--- config.mk ---
export PLATFORM = sky130hd
export DESIGN_NAME = led_seq_controller_flat
export DESIGN_NICKNAME = d
export VERILOG_FILES = /design/src/rtl/led_seq_pkg.sv /design/src/rtl/led_seq_if.sv /design/src/rtl/led_seq_core.sv /design/src/rtl/led_seq_controller.sv /design/src/flat_wrapper.sv
export SDC_FILE = /design/constraint.sdc
export NUM_CORES = 1
export LEC_CHECK = 0
export BUFFER_PORTS_ARGS = -buffer_cell sky130_fd_sc_hd__buf_4
export CORE_MARGIN = 3
export CORE_UTILIZATION = 56
export DETAILED_ROUTE_END_ITERATION = 7
export HOLD_SLACK_MARGIN = 0.05
export PLACE_DENSITY = 0.77
export SETUP_SLACK_MARGIN = 0.2
export SLEW_MARGIN = 20
export SYNTH_ARGS = -nofsm -noshare
export SYNTH_HDL_FRONTEND = slang
export SYNTH_SLANG_ARGS = --single-unit
--- constraint.sdc ---
create_clock -name clk -period 2.55 [get_ports clk]
set_clock_uncertainty 0.1 [all_clocks]
set_input_delay 0.51 -clock clk [delete_from_list [all_inputs] [get_ports clk]]
set_output_delay 0.51 -clock clk [all_outputs]
set_load 0.01 [all_outputs]
--- src/rtl/led_seq_pkg.sv ---
// led_seq_pkg: shared state encoding, LFSR step function and constants for the LED sequencer
package led_seq_pkg;
    typedef enum logic [1:0] {IDLE, LOAD, RUN, DONE} state_t;
    localparam logic [2:0] SEED_SAFE = 3'b001;
    localparam logic [2:0] LFSR_TAP  = 3'b110;
    function automatic logic [2:0] lfsr3_next(input logic [2:0] q);
        return {q[1:0], ^(q & LFSR_TAP)};
    endfunction
endpackage

--- src/rtl/led_seq_if.sv ---
// led_seq_if: valid/ready configuration port carrying seed, step rate and burst length
interface led_seq_if #(
    parameter int DIV_W   = 8,
    parameter int STEPS_W = 8
) ();
    logic               cfg_valid;
    logic               cfg_ready;
    logic [2:0]         cfg_seed;
    logic [DIV_W-1:0]   cfg_div;
    logic [STEPS_W-1:0] cfg_steps;
    modport master (output cfg_valid, cfg_seed, cfg_div, cfg_steps, input cfg_ready);
    modport slave  (input cfg_valid, cfg_seed, cfg_div, cfg_steps, output cfg_ready);
endinterface

--- src/rtl/led_seq_core.sv ---
// led_seq_core: 3-bit maximal-length LFSR register with synchronous load and step
module led_seq_core
    import led_seq_pkg::*;
(
    input  logic       clk,
    input  logic       reset,
    input  logic       load,
    input  logic [2:0] load_val,
    input  logic       step,
    output logic [2:0] q
);
    logic [2:0] q_d, q_q;
    // load takes priority over step; otherwise hold
    always_comb begin
        q_d = load ? load_val : step ? lfsr3_next(q_q) : q_q;
    end
    // LFSR state register, cleared to 000 on reset
    always_ff @(posedge clk or posedge reset) begin
        if (reset) q_q <= '0;
        else       q_q <= q_d;
    end
    assign q = q_q;
endmodule

--- src/rtl/led_seq_controller.sv ---
// led_seq_controller: config capture, start/stop FSM, step prescaler and burst counter around the LFSR
module led_seq_controller
    import led_seq_pkg::*;
#(
    parameter int         DIV_W    = 8,
    parameter int         STEPS_W  = 8,
    parameter logic [2:0] SEED_DEF = SEED_SAFE
) (
    input  logic          clk,
    input  logic          reset,
    led_seq_if.slave      cfg,
    input  logic          start,
    input  logic          stop,
    output logic [2:0]    led,
    output logic          busy,
    output logic          step_pulse,
    output logic          done,
    output logic          cfg_err
);
    state_t             state_d, state_q;
    logic [2:0]         seed_d, seed_q;
    logic [DIV_W-1:0]   div_d, div_q, divcnt_d, divcnt_q;
    logic [STEPS_W-1:0] steps_d, steps_q, remain_d, remain_q;
    logic               cfg_err_d, cfg_err_q, done_d, done_q;
    logic               ready, xfer, load_led, step_led, last_step;

    // state register
    always_ff @(posedge clk or posedge reset) begin
        if (reset) state_q <= IDLE;
        else       state_q <= state_d;
    end

    // next-state: stop always aborts to IDLE and beats a pending step
    always_comb begin
        state_d = state_q;
        case (state_q)
            IDLE:    state_d = (start && !stop) ? LOAD : IDLE;
            LOAD:    state_d = stop ? IDLE : RUN;
            RUN:     state_d = stop ? IDLE : (step_pulse && last_step) ? DONE : RUN;
            default: state_d = IDLE;
        endcase
    end

    // decoded outputs: handshake ready, busy flag and prescaler terminal count
    always_comb begin
        ready      = (state_q == IDLE);
        busy       = (state_q == LOAD) || (state_q == RUN);
        step_pulse = (state_q == RUN) && (divcnt_q == div_q);
    end
    assign cfg.cfg_ready = ready;

    // datapath next values: config capture, error flag, prescaler and burst counter
    always_comb begin
        xfer      = cfg.cfg_valid && ready;
        load_led  = (state_q == LOAD) && !stop;
        step_led  = step_pulse && !stop;
        last_step = (steps_q != '0) && (remain_q == STEPS_W'(1));
        seed_d    = xfer ? cfg.cfg_seed  : seed_q;
        div_d     = xfer ? cfg.cfg_div   : div_q;
        steps_d   = xfer ? cfg.cfg_steps : steps_q;
        cfg_err_d = xfer ? 1'b0 : (load_led && seed_q == 3'b000) ? 1'b1 : cfg_err_q;
        divcnt_d  = load_led ? '0 : (state_q != RUN) ? divcnt_q : step_pulse ? '0 : divcnt_q + DIV_W'(1);
        remain_d  = load_led ? steps_q : (step_led && steps_q != '0) ? remain_q - STEPS_W'(1) : remain_q;
        done_d    = (state_d == DONE);
    end

    // datapath registers
    always_ff @(posedge clk or posedge reset) begin
        if (reset) begin
            seed_q    <= SEED_DEF;
            div_q     <= '0;
            steps_q   <= '0;
            divcnt_q  <= '0;
            remain_q  <= '0;
            cfg_err_q <= 1'b0;
            done_q    <= 1'b0;
        end else begin
            seed_q    <= seed_d;
            div_q     <= div_d;
            steps_q   <= steps_d;
            divcnt_q  <= divcnt_d;
            remain_q  <= remain_d;
            cfg_err_q <= cfg_err_d;
            done_q    <= done_d;
        end
    end

    assign done    = done_q;
    assign cfg_err = cfg_err_q;

    led_seq_core u_core (
        .clk      (clk),
        .reset    (reset),
        .load     (load_led),
        .load_val ((seed_q == 3'b000) ? SEED_DEF : seed_q),
        .step     (step_led),
        .q        (led)
    );
endmodule
--- src/flat_wrapper.sv ---
// flat-port wrapper written by rule: the top's interface ports become plain ports
module led_seq_controller_flat import led_seq_pkg::*;
#(
    parameter int         DIV_W    = 8,
    parameter int         STEPS_W  = 8,
    parameter logic [2:0] SEED_DEF = SEED_SAFE
)
  (clk, reset, start, stop, led, busy, step_pulse, done, cfg_err, cfg_cfg_valid, cfg_cfg_seed, cfg_cfg_div, cfg_cfg_steps, cfg_cfg_ready);
  led_seq_if #(.DIV_W(DIV_W), .STEPS_W(STEPS_W)) cfg_i ();
  input  logic clk;
  input  logic reset;
  input  logic start;
  input  logic stop;
  output logic [2:0] led;
  output logic busy;
  output logic step_pulse;
  output logic done;
  output logic cfg_err;
  input wire logic [$bits(cfg_i.cfg_valid)-1:0] cfg_cfg_valid;
  input wire logic [$bits(cfg_i.cfg_seed)-1:0] cfg_cfg_seed;
  input wire logic [$bits(cfg_i.cfg_div)-1:0] cfg_cfg_div;
  input wire logic [$bits(cfg_i.cfg_steps)-1:0] cfg_cfg_steps;
  output wire logic [$bits(cfg_i.cfg_ready)-1:0] cfg_cfg_ready;
  assign cfg_i.cfg_valid = cfg_cfg_valid;
  assign cfg_i.cfg_seed = cfg_cfg_seed;
  assign cfg_i.cfg_div = cfg_cfg_div;
  assign cfg_i.cfg_steps = cfg_cfg_steps;
  assign cfg_cfg_ready = cfg_i.cfg_ready;
  led_seq_controller #(.DIV_W(DIV_W), .STEPS_W(STEPS_W), .SEED_DEF(SEED_DEF)) u_core (.clk(clk), .reset(reset), .cfg(cfg_i), .start(start), .stop(stop), .led(led), .busy(busy), .step_pulse(step_pulse), .done(done), .cfg_err(cfg_err));
endmodule
==> results of run 1 <==
-- cells in the mapped netlist --
| master | count |
|---|---|
| sky130_fd_sc_hd__dfrtp_1 | 41 |
| sky130_fd_sc_hd__nand2_1 | 20 |
| sky130_fd_sc_hd__mux2_2 | 19 |
| sky130_fd_sc_hd__nor2_1 | 19 |
| sky130_fd_sc_hd__xnor2_1 | 11 |
| sky130_fd_sc_hd__inv_1 | 10 |
| sky130_fd_sc_hd__ha_1 | 7 |
| sky130_fd_sc_hd__clkbuf_1 | 6 |
| sky130_fd_sc_hd__nand3_1 | 6 |
| sky130_fd_sc_hd__o211ai_1 | 5 |
| sky130_fd_sc_hd__xor2_1 | 5 |
| sky130_fd_sc_hd__nand4_1 | 4 |
| sky130_fd_sc_hd__o21ai_0 | 4 |
| sky130_fd_sc_hd__a31oi_1 | 3 |
| sky130_fd_sc_hd__mux2i_1 | 3 |
| sky130_fd_sc_hd__nor2b_1 | 3 |
| sky130_fd_sc_hd__nor3_1 | 3 |
| sky130_fd_sc_hd__nor4_1 | 3 |
| sky130_fd_sc_hd__a31o_2 | 2 |
| sky130_fd_sc_hd__a41o_2 | 2 |
| sky130_fd_sc_hd__and2_1 | 2 |
| sky130_fd_sc_hd__nand2b_1 | 2 |
| sky130_fd_sc_hd__o2111ai_1 | 2 |
| sky130_fd_sc_hd__or4_1 | 2 |
| sky130_fd_sc_hd__a21oi_1 | 1 |
| sky130_fd_sc_hd__a221o_1 | 1 |
| sky130_fd_sc_hd__a31o_1 | 1 |
| sky130_fd_sc_hd__a32oi_1 | 1 |
| sky130_fd_sc_hd__a41oi_1 | 1 |
| sky130_fd_sc_hd__and2_4 | 1 |
| sky130_fd_sc_hd__and3_1 | 1 |
| sky130_fd_sc_hd__buf_2 | 1 |
| sky130_fd_sc_hd__buf_6 | 1 |
| sky130_fd_sc_hd__dfstp_2 | 1 |
| sky130_fd_sc_hd__nor4_2 | 1 |
| sky130_fd_sc_hd__o21a_1 | 1 |
| sky130_fd_sc_hd__o21ai_1 | 1 |
| sky130_fd_sc_hd__or2_1 | 1 |
| sky130_fd_sc_hd__or3_1 | 1 |
| sky130_fd_sc_hd__or4_2 | 1 |
-- what timing repair did --
item,4_1_cts,5_1_grt
gates resized for setup,2,5
setup endpoints to repair,1,1
pin swaps,0,1
setup buffers,1,2
-- critical path, delay by kind of cell, from the launching register on --
kind	cells	cell delay, ns
XOR/XNOR	1	0.16
flip-flops	1	0.44
AND/OR/NAND/NOR	2	0.60
buffers and inverters	2	0.19
-- power groups by stage --
stage          sequential (mW)  combinational, mW  clock, mW
3_3_place_gp             0.932              0.460          0
4_1_cts                  0.933              0.493      0.636
6_report                 0.942              0.521      0.630
5_1_grt                  0.963              0.575      0.672
3_5_place_dp             0.945              0.487          0
2_1_floorplan            0.913              0.351          0
-- per-stage QoR --
step	cells	setup slack, ns
6_report	283	0.252
5_1_grt	283	0.151
4_1_cts	281	0.244
3_5_place_dp	272	0.344
3_3_place_gp	272	0.430
2_1_floorplan	200	0.480
-- metal layers --
layer,global-route usage,up-vias,share of wire
met5,0,-,0
met1,0.314,800,0.45
li1,-,772,-
met3,0.0566,6,0.052
met2,0.350,62,0.49
met4,0.0759,0,0.010
-- flip-flops by register name, summed over array words and instances, names as in the netlist --
signal and flops:
u_core.state_q 2, u_core.done 1, u_core.seed_q 3, u_core.cfg_err 1, u_core.div_q 8, u_core.remain_q 8, u_core.u_core.q 3, u_core.steps_q 8
u_core.divcnt_q 8
-- path summary, 6_finish.rpt --
check / slack (ns) / from / cells past startpoint / end
max: 0.25 / u_core.divcnt_q[1]$_DFFE_PP0P_ / 5 / step_pulse
min: 0.26 / reset / 3 / u_core.div_q[1]$_DFFE_PP0P_
max reg2reg: 0.50 / u_core.divcnt_q[1]$_DFFE_PP0P_ / 6 / u_core.remain_q[1]$_DFFE_PP0P_
min reg2reg: 0.42 / u_core.cfg_err$_DFFE_PP0P_ / 1 / u_core.cfg_err$_DFFE_PP0P_
max in group asynchronous: 1.72 / reset / 3 / u_core.seed_q[0]$_DFFE_PP1P_
min in group clk: 0.33 / stop / 2 / u_core.state_q[1]$_DFF_PP0_
-- logic make-up after synthesis --
logic type,Yosys count,synth area share
AO/OA/AOI/OAI,25,0.0881
XOR/XNOR,16,0.0658
adder cells (fa/ha/maj),7,0.0411
buffers and inverters,18,0.0358
flip-flops,42,0.494
multiplexers,22,0.115
AND/OR/NAND/NOR,70,0.161
-- area by class of cell --
type | instances | area [um^2]
clock buffer | 5 | 68.8
clock inverter | 3 | 68.8
fill | 242 | 890
inverter | 10 | 37.5
multi-input combinational | 140 | 1040
sequential | 42 | 1050
tap | 46 | 57.6
timing repair buffer | 37 | 278
==> qor.json, run 1 <==
{
  "outcome": {
    "run_status": "finished, final reports clean"
  },
  "pwr": {
    "comb_power_share": 0.249,
    "p_sw_mw": 0.621,
    "internal_power_mw": 1.47,
    "power.switching_fraction": 0.297,
    "cellLeakagePower_nw": 1.17,
    "ir_worst_vdd_v": 0.000493,
    "share_clk_of_total_power": 0.301,
    "p_per_area_mw_per_mm2": 804,
    "sequentialPowerShare": 0.450,
    "p_total_mw": 2.09
  },
  "route": {
    "drcViolationCount": 0,
    "firstDrtPassIters": 4,
    "detail_route.wl_per_cell_um": 16.5,
    "drt_initial_violations": 151,
    "wirelength_mm": 4.66,
    "vias": 1640,
    "post_drt_via_cell_ratio": 5.80,
    "postRouteAntennaNets": 0
  },
  "layout": {
    "final_common_cell": "sky130_fd_sc_hd__dfrtp_1",
    "post-route-cell-area_mm2": 0.00261,
    "layout.cells.most_common_list": "sky130_fd_sc_hd__dfrtp_1 (41), sky130_fd_sc_hd__buf_4 (37), sky130_fd_sc_hd__nand2_1 (20), sky130_fd_sc_hd__nor2_1 (19), sky130_fd_sc_hd__mux2_2 (19)",
    "final_core_util": 0.745,
    "diodes": 0,
    "net_total_in_the_final_layout": 267,
    "area_added_between_synthesis_and_finish_pct": 22.3,
    "post_route_cells_drive_above_1_share": 0.329
  },
  "global_route": {
    "globalRouteTotalUtil": 0.228,
    "pin_count_of_the_biggest_net_entering_global_routing": 43,
    "antenna_found_initial": 0,
    "grt.overflow.total": 0,
    "first_global_vias": 1629,
    "grt_first_pass_wirelength_mm": 7.56
  },
  "synth": {
    "syn_area_mm2": 0.00213,
    "post_synth.cell_area_avg_um2": 10.7,
    "synth_area_leader_cell": "sky130_fd_sc_hd__dfrtp_1",
    "post_synth_inst_count": 200,
    "yosys.cell_types.count": 40,
    "syn-num-nets": 231,
    "ys_seq_area_frac": 0.494,
    "yosysWarnings": 0,
    "ys_seq_elements": 42,
    "synth_top_cell_area_share": 0.482,
    "synthTopCellsByArea": "sky130_fd_sc_hd__dfrtp_1 (48%), sky130_fd_sc_hd__mux2_2 (10%), sky130_fd_sc_hd__xnor2_1 (4.5%)"
  },
  "die": {
    "die-area_mm2": 0.00458,
    "initial_utilization": 0.610,
    "core_mm2": 0.00349,
    "die_y_um": 67.7,
    "floorplan.io_pins": 32,
    "die-width_um": 67.7,
    "std_cell_rows": 21
  },
  "setup_path": {
    "critical_path.startpoint_type": "flop",
    "timing.critical_path.slowest_stage_cell": "sky130_fd_sc_hd__dfrtp_1",
    "crit_arrival_ns": 1.69,
    "worstPathCellList": "xnor2_1, nand3_1, or3_4, inv_1, buf_4",
    "max_stage_delay_ns": 0.44,
    "worstSetupEndpointType": "primary output",
    "critical_path_class": "reg2out",
    "crit_path_max_fanout": 4,
    "worst_ep_required_time_ns": 1.94
  },
  "timing": {
    "post-route-period-util": 0.901,
    "worst-slew-pin-transition_ns": 0.827,
    "finalHoldViolations": 0,
    "min_period_ns": 2.30,
    "setup-tns-final_ns": 0,
    "finalMaxSlewViolations": 0,
    "maxSlewHeadroom": 0.448,
    "whs_ns": 0.255,
    "timing.final.setup_violations": 0,
    "timing.fmax_mhz": 435,
    "rsz0062_at_grt": "no"
  },
  "clock_network": {
    "tritoncts": "done",
    "clock_tree.htree_level_count": 2,
    "clock-root-buffer": "sky130_fd_sc_hd__clkbuf_8",
    "tritoncts_num_sinks": 42,
    "hold_buffers": 0,
    "cts.clk_slew.worst_paths_ns": 0.08,
    "cts_inserted_buffers": 5,
    "maximum_clock_insertion_buffer_count": 2,
    "insertion_delay_ns": 0.30
  },
  "place": {
    "gpl.final_weighted_congestion": 0.811,
    "detailedPlacementHpwl_mm": 3.35,
    "dpl_cell_area_mm2": 0.00240,
    "port_buffers": 31
  },
  "min_path": {
    "hp-class": "in2async"
  },
  "flow_run": {
    "max_cap_violations": 0
  }
}
Note: power is estimated with default switching activity, not from simulation.
==> run 2, diff against run 1 <==
- CORE_UTILIZATION: 56 -> 60
- PLACE_DENSITY: 0.77 -> 0.81
- clock period: 2.55 -> 2.8 ns (I/O delays scaled with it)
==> qor.json, run 2 (synthesized netlist as in run 1, its figures left out) <==
{
  "setup_path": {
    "timing.rr.start": {"value": "u_core.steps_q[5]$_DFFE_PP0P_", "change": "was u_core.divcnt_q[1]$_DFFE_PP0P_"},
    "crit_arrival": {"value": 1.82, "unit": "ns", "change": "was 1.69 ns"},
    "crit-reg2reg-capture": {"value": "u_core.remain_q[7]$_DFFE_PP0P_", "change": "was u_core.remain_q[1]$_DFFE_PP0P_"},
    "worst_ep_required_time": {"value": 2.14, "unit": "ns", "change": "was 1.94 ns"},
    "critical_path_class": {"value": "reg2out", "change": "unchanged"},
    "critical_path.startpoint_type": {"value": "flop", "change": "unchanged"},
    "worstRegToRegCells": {"value": 5, "change": "was 6"},
    "worstSetupEndpointType": {"value": "primary output", "change": "unchanged"},
    "critical_path.startpoint": {"value": "u_core.state_q[0]$_DFF_PP0_", "change": "was u_core.divcnt_q[1]$_DFFE_PP0P_"},
    "critical_path.endpoint": {"value": "step_pulse", "change": "unchanged"},
    "crit_path_max_fanout": {"value": 10, "change": "was 4"},
    "r2r_setup_slack": {"value": 0.78, "unit": "ns", "change": "was 0.50 ns"}
  },
  "global_route": {
    "grtUsageMet1": {"value": 0.278, "change": "was 0.314"},
    "groute.layer.met2.usage": {"value": 0.338, "change": "was 0.350"},
    "antenna_found_initial": {"value": 0, "change": "unchanged"},
    "globalRouteTotalUtil": {"value": 0.213, "change": "was 0.228"},
    "first_global_vias": {"value": 1570, "change": "was 1629"},
    "top_usage_layer": {"value": "met2", "change": "unchanged"},
    "pin_count_of_the_biggest_net_entering_global_routing": {"value": 43, "change": "unchanged"},
    "grt.overflow.total": {"value": 0, "change": "unchanged"},
    "grt_first_pass_wirelength": {"value": 6.90, "unit": "mm", "change": "was 7.56 mm"},
    "grt_use_met3": {"value": 0.0598, "change": "was 0.0566"}
  },
  "route": {
    "firstDrtPassIters": {"value": 4, "change": "unchanged"},
    "drt_initial_violations": {"value": 123, "change": "was 151"},
    "postRouteAntennaNets": {"value": 0, "change": "unchanged"},
    "post_drt_via_cell_ratio": {"value": 5.60, "change": "was 5.80"},
    "detail_route.wl_per_cell": {"value": 14.7, "unit": "um", "change": "was 16.5 um"},
    "drcViolationCount": {"value": 0, "change": "unchanged"},
    "wirelength": {"value": 4.11, "unit": "mm", "change": "was 4.66 mm"},
    "vias": {"value": 1568, "change": "was 1640"}
  },
  "clock_network": {
    "cts.repair_timing.setup_buffer_count": {"value": 0, "change": "was 1"},
    "maximum_clock_insertion_buffer_count": {"value": 2, "change": "unchanged"},
    "hold_buffers": {"value": 0, "change": "unchanged"},
    "clock-root-buffer": {"value": "sky130_fd_sc_hd__clkbuf_4", "change": "was sky130_fd_sc_hd__clkbuf_8"},
    "cts_inserted_buffers": {"value": 5, "change": "unchanged"},
    "tritoncts": {"value": "done", "change": "unchanged"},
    "cts.clk_slew.worst_paths": {"value": 0.12, "unit": "ns", "change": "was 0.08 ns"},
    "tritoncts_num_sinks": {"value": 42, "change": "unchanged"},
    "insertion_delay": {"value": 0.35, "unit": "ns", "change": "was 0.30 ns"},
    "clock_tree.htree_level_count": {"value": 2, "change": "unchanged"}
  },
  "layout": {
    "layout.cells.most_common_list": {"value": "sky130_fd_sc_hd__dfrtp_1 (41), sky130_fd_sc_hd__buf_4 (34), sky130_fd_sc_hd__nand2_1 (20), sky130_fd_sc_hd__nor2_1 (19), sky130_fd_sc_hd__mux2_2 (19)", "change": "was sky130_fd_sc_hd__dfrtp_1 (41), sky130_fd_sc_hd__buf_4 (37), sky130_fd_sc_hd__nand2_1 (20), sky130_fd_sc_hd__nor2_1 (19), sky130_fd_sc_hd__mux2_2 (19)"},
    "post-route-cell-area": {"value": 0.00248, "unit": "mm^2", "change": "was 0.00261 mm^2"},
    "diodes": {"value": 0, "change": "unchanged"},
    "net_total_in_the_final_layout": {"value": 264, "change": "was 267"},
    "final_common_cell": {"value": "sky130_fd_sc_hd__dfrtp_1", "change": "unchanged"},
    "area_added_between_synthesis_and_finish": {"value": 16.4, "unit": "%", "change": "was 22.3%"},
    "post_route_cells_drive_above_1_share": {"value": 0.299, "change": "was 0.329"},
    "final.fill_count": {"value": 236, "change": "was 242"},
    "layout.cells.non_filler": {"value": 280, "change": "was 283"}
  },
  "place": {
    "gpl.final_weighted_congestion": {"value": 0.812, "change": "was 0.811"},
    "numPlacedInstances": {"value": 272, "change": "unchanged"},
    "dpl_cell_area": {"value": 0.00240, "unit": "mm^2", "change": "unchanged"},
    "port_buffers": {"value": 31, "change": "unchanged"},
    "detailedPlacementHpwl": {"value": 3.03, "unit": "mm", "change": "was 3.35 mm"}
  },
  "timing": {
    "post-route-period-util": 0.884,
    "worst-slew-pin-transition": {"value": 0.801, "unit": "ns", "change": "was 0.827 ns"},
    "maxSlewHeadroom": {"value": 0.465, "change": "was 0.448"},
    "finalHoldViolations": {"value": 0, "change": "unchanged"},
    "min_period_ns": 2.48,
    "timing.final.setup_violations": {"value": 0, "change": "unchanged"},
    "rsz0062_at_grt": {"value": "no", "change": "unchanged"},
    "setup-tns-final": {"value": 0, "unit": "ns", "change": "unchanged"},
    "timing.fmax_mhz": 404,
    "finalMaxSlewViolations": {"value": 0, "change": "unchanged"}
  },
  "die": {
    "std_cell_rows": {"value": 21, "change": "unchanged"},
    "die-width": {"value": 65.6, "unit": "um", "change": "was 67.7 um"},
    "die_y": {"value": 65.6, "unit": "um", "change": "was 67.7 um"},
    "core": {"value": 0.00339, "unit": "mm^2", "change": "was 0.00349 mm^2"},
    "initial_utilization": {"value": 0.629, "change": "was 0.610"},
    "floorplan.io_pins": {"value": 32, "change": "unchanged"},
    "die-area": {"value": 0.00430, "unit": "mm^2", "change": "was 0.00458 mm^2"}
  },
  "outcome": {
    "run_status": {"value": "finished, final reports clean", "change": "unchanged"}
  },
  "pwr": {
    "ir_worst_vdd": {"value": 0.000399, "unit": "V", "change": "was 0.000493 V"},
    "p_per_area": {"value": 646, "unit": "mW/mm^2", "change": "was 804 mW/mm^2"},
    "sequentialPowerShare": {"value": 0.529, "change": "was 0.450"},
    "p_sw": {"value": 0.518, "unit": "mW", "change": "was 0.621 mW"},
    "cellLeakagePower": {"value": 1.10, "unit": "nW", "change": "was 1.17 nW"},
    "comb_power_share": {"value": 0.274, "change": "was 0.249"},
    "share_clk_of_total_power": {"value": 0.197, "change": "was 0.301"},
    "power.switching_fraction": {"value": 0.323, "change": "was 0.297"},
    "internal_power": {"value": 1.08, "unit": "mW", "change": "was 1.47 mW"}
  },
  "flow_run": {
    "max_cap_violations": {"value": 0, "change": "unchanged"}
  },
  "min_path": {
    "hp-class": {"value": "in2async", "change": "unchanged"}
  }
}
[run 2: changes by cell type in the layout (fill, tap and decap cells not counted), sizes merged]
cell | before | now
buf | 37 | 34
bufinv | 2 | 0
clkbuf | 5 | 6
clkinvlp | 0 | 1
[run 2: cell type report]
cell class | count | area [um^2] | share of cell area
multi-input cells | 140 | 1010 | 0.409
repair buffers | 34 | 255 | 0.103
inverters | 10 | 37.5 | 0.0151
clock buffers | 6 | 51.3 | 0.0207
flip-flops and latches | 42 | 1050 | 0.424
well taps | 46 | 57.6 | 0.0232
clock inverters | 2 | 12.5 | 0.00504
[run 2: worst min-delay path by stage]
stage	start	to	slack, ns	depth (start not counted)
2_1_floorplan	u_core.steps_q[5]$_DFFE_PP0P_	u_core.remain_q[5]$_DFFE_PP0P_	0.37	2
3_3_place_gp	u_core.cfg_err$_DFFE_PP0P_	u_core.cfg_err$_DFFE_PP0P_	0.38	1
3_5_place_dp	u_core.cfg_err$_DFFE_PP0P_	u_core.cfg_err$_DFFE_PP0P_	0.38	1
4_1_cts	reset	u_core.divcnt_q[1]$_DFFE_PP0P_	0.24	3
5_1_grt	reset	u_core.div_q[6]$_DFFE_PP0P_	0.25	3
6_report	reset	u_core.div_q[6]$_DFFE_PP0P_	0.22	3
[run 2: per-layer routing]
metal / wire length [um] / vias up / share of wire
met4: 61 / 0 / 0.015
met1: 1900 / 752 / 0.46
met3: 249 / 6 / 0.061
met2: 1900 / 48 / 0.46
li1: - / 762 / -
met5: 0 / - / 0
[run 2: metrics by stage]
step,setup WS [ns],utilization,hold WS [ns],power [mW]
global route,0.249,0.732,0.253,1.71
detailed placement,0.555,0.709,0.381,1.29
global placement,0.633,0.709,0.382,1.27
floorplan,0.680,-,0.370,1.15
finish,0.324,0.732,0.225,1.60
CTS,0.250,0.729,0.238,1.61
[run 2: worst max-delay path: stages, from the launching register on]
cell and delay [ns]:
sky130_fd_sc_hd__dfrtp_1 0.43, sky130_fd_sc_hd__inv_1 0.13, sky130_fd_sc_hd__ha_4 0.21, sky130_fd_sc_hd__nand4_1 0.13, sky130_fd_sc_hd__or3_1 0.38, sky130_fd_sc_hd__inv_1 0.07, sky130_fd_sc_hd__buf_4 0.11
[run 2: power by group through the flow]
stage                     logic, mW  registers (mW)  clock network, mW
after floorplan               0.319           0.831                  0
after global placement        0.419           0.847                  0
after detailed placement      0.437           0.856                  0
after CTS                     0.442           0.846              0.327
after global routing          0.490           0.864              0.354
final                         0.439           0.847              0.315
[run 2: repair_timing]
item                       CTS  global route
resized for setup            1             1
setup endpoints to repair    1             1
cloned                       0             0
==> run 3, diff against run 2 <==
- BUFFER_PORTS_ARGS: -buffer_cell sky130_fd_sc_hd__buf_4 -> -buffer_cell sky130_fd_sc_hd__buf_2
- CORE_MARGIN: 3 -> unset
==> qor.json, run 3 (synthesized netlist as in run 1, its figures left out) <==
{
  "timing": {
    "finalMaxSlewViolations": {"value": 0, "change": "unchanged"},
    "post-route-period-util": {"value": 0.881, "change": "was 0.884"},
    "timing.final.setup_violations": {"value": 0, "change": "unchanged"},
    "maxSlewHeadroom": {"value": 0.564, "change": "was 0.465"},
    "setup-tns-final": {"value": 0, "unit": "ns", "change": "unchanged"},
    "worst-slew-pin-transition": {"value": 0.653, "unit": "ns", "change": "was 0.801 ns"},
    "timing.fmax": {"value": 405, "unit": "MHz", "change": "was 404 MHz"},
    "rsz0062_at_grt": {"value": "no", "change": "unchanged"},
    "finalHoldViolations": {"value": 0, "change": "unchanged"},
    "post-route-worst-setup-slack": {"value": 0.333, "unit": "ns", "change": "was 0.324 ns"},
    "min_period": {"value": 2.47, "unit": "ns", "change": "was 2.48 ns"}
  },
  "layout": {
    "final.fill_count": {"value": 270, "change": "was 236"},
    "post_route_cells_drive_above_1_share": {"value": 0.298, "change": "was 0.299"},
    "seq_area": {"value": 0.00105, "unit": "mm^2", "change": "unchanged"},
    "final_common_cell": {"value": "sky130_fd_sc_hd__dfrtp_1", "change": "unchanged"},
    "area_added_between_synthesis_and_finish": {"value": 13.9, "unit": "%", "change": "was 16.4%"},
    "net_total_in_the_final_layout": {"value": 265, "change": "was 264"},
    "layout.cells.most_common_list": {"value": "sky130_fd_sc_hd__dfrtp_1 (41), sky130_fd_sc_hd__buf_2 (31), sky130_fd_sc_hd__nand2_1 (20), sky130_fd_sc_hd__nor2_1 (19), sky130_fd_sc_hd__mux2_2 (19)", "change": "was sky130_fd_sc_hd__dfrtp_1 (41), sky130_fd_sc_hd__buf_4 (34), sky130_fd_sc_hd__nand2_1 (20), sky130_fd_sc_hd__nor2_1 (19), sky130_fd_sc_hd__mux2_2 (19)"},
    "diodes": {"value": 0, "change": "unchanged"},
    "layout.cells.non_filler": {"value": 281, "change": "was 280"},
    "multi_input_area": {"value": 0.00101, "unit": "mm^2", "change": "unchanged"}
  },
  "die": {
    "die_y": {"value": 61.6, "unit": "um", "change": "was 65.6 um"},
    "die-width": {"value": 61.6, "unit": "um", "change": "was 65.6 um"},
    "initial_utilization": {"value": 0.634, "change": "was 0.629"},
    "std_cell_rows": {"value": 21, "change": "unchanged"},
    "die-area": {"value": 0.00379, "unit": "mm^2", "change": "was 0.00430 mm^2"},
    "core": {"value": 0.00336, "unit": "mm^2", "change": "was 0.00339 mm^2"},
    "floorplan.io_pins": {"value": 32, "change": "unchanged"}
  },
  "flow_run": {
    "max_cap_violations": {"value": 0, "change": "unchanged"}
  },
  "global_route": {
    "first_global_vias": {"value": 1455, "change": "was 1570"},
    "globalRouteTotalUtil": {"value": 0.239, "change": "was 0.213"},
    "antenna_found_initial": {"value": 0, "change": "unchanged"},
    "pin_count_of_the_biggest_net_entering_global_routing": {"value": 43, "change": "unchanged"},
    "grt_first_pass_wirelength": {"value": 6.46, "unit": "mm", "change": "was 6.90 mm"},
    "grt.overflow.total": {"value": 0, "change": "unchanged"}
  },
  "setup_path": {
    "crit_arrival": {"value": 1.81, "unit": "ns", "change": "was 1.82 ns"},
    "worstRegToRegCells": {"value": 7, "change": "was 5"},
    "critPathBufInv": {"value": 3, "change": "unchanged"},
    "crit_path_max_fanout": {"value": 10, "change": "unchanged"},
    "worst_ep_required_time": {"value": 2.14, "unit": "ns", "change": "about the same"},
    "worstPathCellList": {"value": "inv_1, ha_4, nand4_1, or3_1, inv_1, buf_2", "change": "was inv_1, ha_4, nand4_1, or3_1, inv_1, buf_4"},
    "critical-path-top-delay-family": {"value": "simple AND/OR/NAND/NOR gates", "change": "unchanged"},
    "worstSetupEndpointType": {"value": "primary output", "change": "unchanged"},
    "cp.depth": {"value": 6, "change": "unchanged"},
    "path_common_cell": {"value": "sky130_fd_sc_hd__inv_1", "change": "unchanged"},
    "max_stage_delay": {"value": 0.42, "unit": "ns", "change": "was 0.43 ns"},
    "critical_path_class": {"value": "reg2out", "change": "unchanged"},
    "timing.critical_path.slowest_stage_cell": {"value": "sky130_fd_sc_hd__dfrtp_1", "change": "unchanged"},
    "critical_path.startpoint_type": {"value": "flop", "change": "unchanged"}
  },
  "clock_network": {
    "tritoncts_num_sinks": {"value": 42, "change": "unchanged"},
    "maximum_clock_insertion_buffer_count": {"value": 2, "change": "unchanged"},
    "clock_tree.htree_level_count": {"value": 2, "change": "unchanged"},
    "cts.repair_timing.setup_buffer_count": {"value": 0, "change": "unchanged"},
    "cts_inserted_buffers": {"value": 5, "change": "unchanged"},
    "cts.clk_slew.worst_paths": {"value": 0.12, "unit": "ns", "change": "about the same"},
    "clock-root-buffer": {"value": "sky130_fd_sc_hd__clkbuf_4", "change": "unchanged"},
    "insertion_delay": {"value": 0.36, "unit": "ns", "change": "was 0.35 ns"},
    "tritoncts": {"value": "done", "change": "unchanged"}
  },
  "route": {
    "post_drt_via_cell_ratio": {"value": 5.63, "change": "was 5.60"},
    "drcViolationCount": {"value": 0, "change": "unchanged"},
    "wirelength": {"value": 3.85, "unit": "mm", "change": "was 4.11 mm"},
    "drt_initial_violations": {"value": 68, "change": "was 123"},
    "detail_route.wl_per_cell": {"value": 13.7, "unit": "um", "change": "was 14.7 um"},
    "firstDrtPassIters": {"value": 4, "change": "unchanged"},
    "postRouteAntennaNets": {"value": 0, "change": "unchanged"},
    "vias": {"value": 1582, "change": "was 1568"}
  },
  "place": {
    "gpl.final_weighted_congestion": {"value": 0.810, "change": "was 0.812"},
    "numPlacedInstances": {"value": 273, "change": "was 272"},
    "pre_cts_slack": {"value": 0.584, "unit": "ns", "change": "was 0.555 ns"},
    "detailedPlacementHpwl": {"value": 2.78, "unit": "mm", "change": "was 3.03 mm"},
    "port_buffers": {"value": 31, "change": "unchanged"}
  },
  "pwr": {
    "ir_worst_vdd": {"value": 0.000364, "unit": "V", "change": "was 0.000399 V"},
    "p_per_area": {"value": 678, "unit": "mW/mm^2", "change": "was 646 mW/mm^2"},
    "cellLeakagePower": {"value": 1.09, "unit": "nW", "change": "was 1.10 nW"}
  },
  "min_path": {
    "hp-class": {"value": "in2async", "change": "unchanged"}
  },
  "outcome": {
    "run_status": {"value": "finished, final reports clean", "change": "unchanged"}
  }
}
-- run 3: cell count changes in the layout (fill, tap and decap cells not counted) --
cell                        previous run  this run
sky130_fd_sc_hd__buf_2                 0        31
sky130_fd_sc_hd__buf_4                34         4
sky130_fd_sc_hd__bufinv_16             0         1
sky130_fd_sc_hd__clkbuf_1              0         1
sky130_fd_sc_hd__clkbuf_8              1         0
sky130_fd_sc_hd__clkinv_2              1         0
-- run 3: final cells by class --
type	count	area share
sequential	42	0.434
tap	46	0.0237
timing repair buffer	35	0.0763
clock buffer	6	0.0170
inverter	10	0.0155
clock inverter	2	0.0155
multi-input combinational	140	0.418
-- run 3: stage by stage --
step	util	hold slack [ns]	area, um^2	total power, mW
finish	0.721	0.201	2430	1.65
global route	0.721	0.241	2430	1.75
CTS	0.718	0.222	2420	1.65
detailed placement	0.694	0.374	2330	1.27
global placement	0.694	0.382	2330	1.25
floorplan	-	0.370	2130	1.15
-- run 3: where the power goes --
| part | internal [mW] | leakage, nW | total [mW] | switching [mW] |
|---|---|---|---|---|
| Clock | 0.188 | 0.0385 | 0.388 | 0.200 |
| Sequential | 0.731 | 0.518 | 0.841 | 0.110 |
| Combinational | 0.214 | 0.532 | 0.417 | 0.203 |
| Total | 1.13 | 1.09 | 1.65 | 0.513 |
-- run 3: timing repair --
item | 4_1_cts | 5_1_grt
hold buffers | 0 | 0
endpoints found under the setup margin | 1 | 1
gates resized for setup | 1 | 1
-- run 3: final timing paths --
kind,from,to,slack (ns)
min in group clk,cfg_cfg_div[5],u_core.div_q[5]$_DFFE_PP0P_,0.32
max in group asynchronous,reset,u_core.seed_q[0]$_DFFE_PP1P_,2.05
hold reg to reg,u_core.cfg_err$_DFFE_PP0P_,u_core.cfg_err$_DFFE_PP0P_,0.40
setup / recovery,u_core.state_q[0]$_DFF_PP0_,step_pulse,0.33
setup reg to reg,u_core.state_q[1]$_DFF_PP0_,u_core.divcnt_q[6]$_DFFE_PP0P_,0.71
hold / removal,reset,u_core.seed_q[1]$_DFFE_PP0P_,0.20
-- run 3: metal layers --
layer | vias up | share of wire | global-route usage
li1 | 768 | - | -
met4 | 0 | 0.013 | 0.0698
met5 | - | 0 | 0
met1 | 762 | 0.47 | 0.321
met3 | 6 | 0.061 | 0.0840
met2 | 46 | 0.46 | 0.369
-- run 3: tightest hold or removal path, stage by stage --
cell and delay (ns):
sky130_fd_sc_hd__buf_2 0.09, sky130_fd_sc_hd__inv_1 0.04, sky130_fd_sc_hd__buf_4 0.43
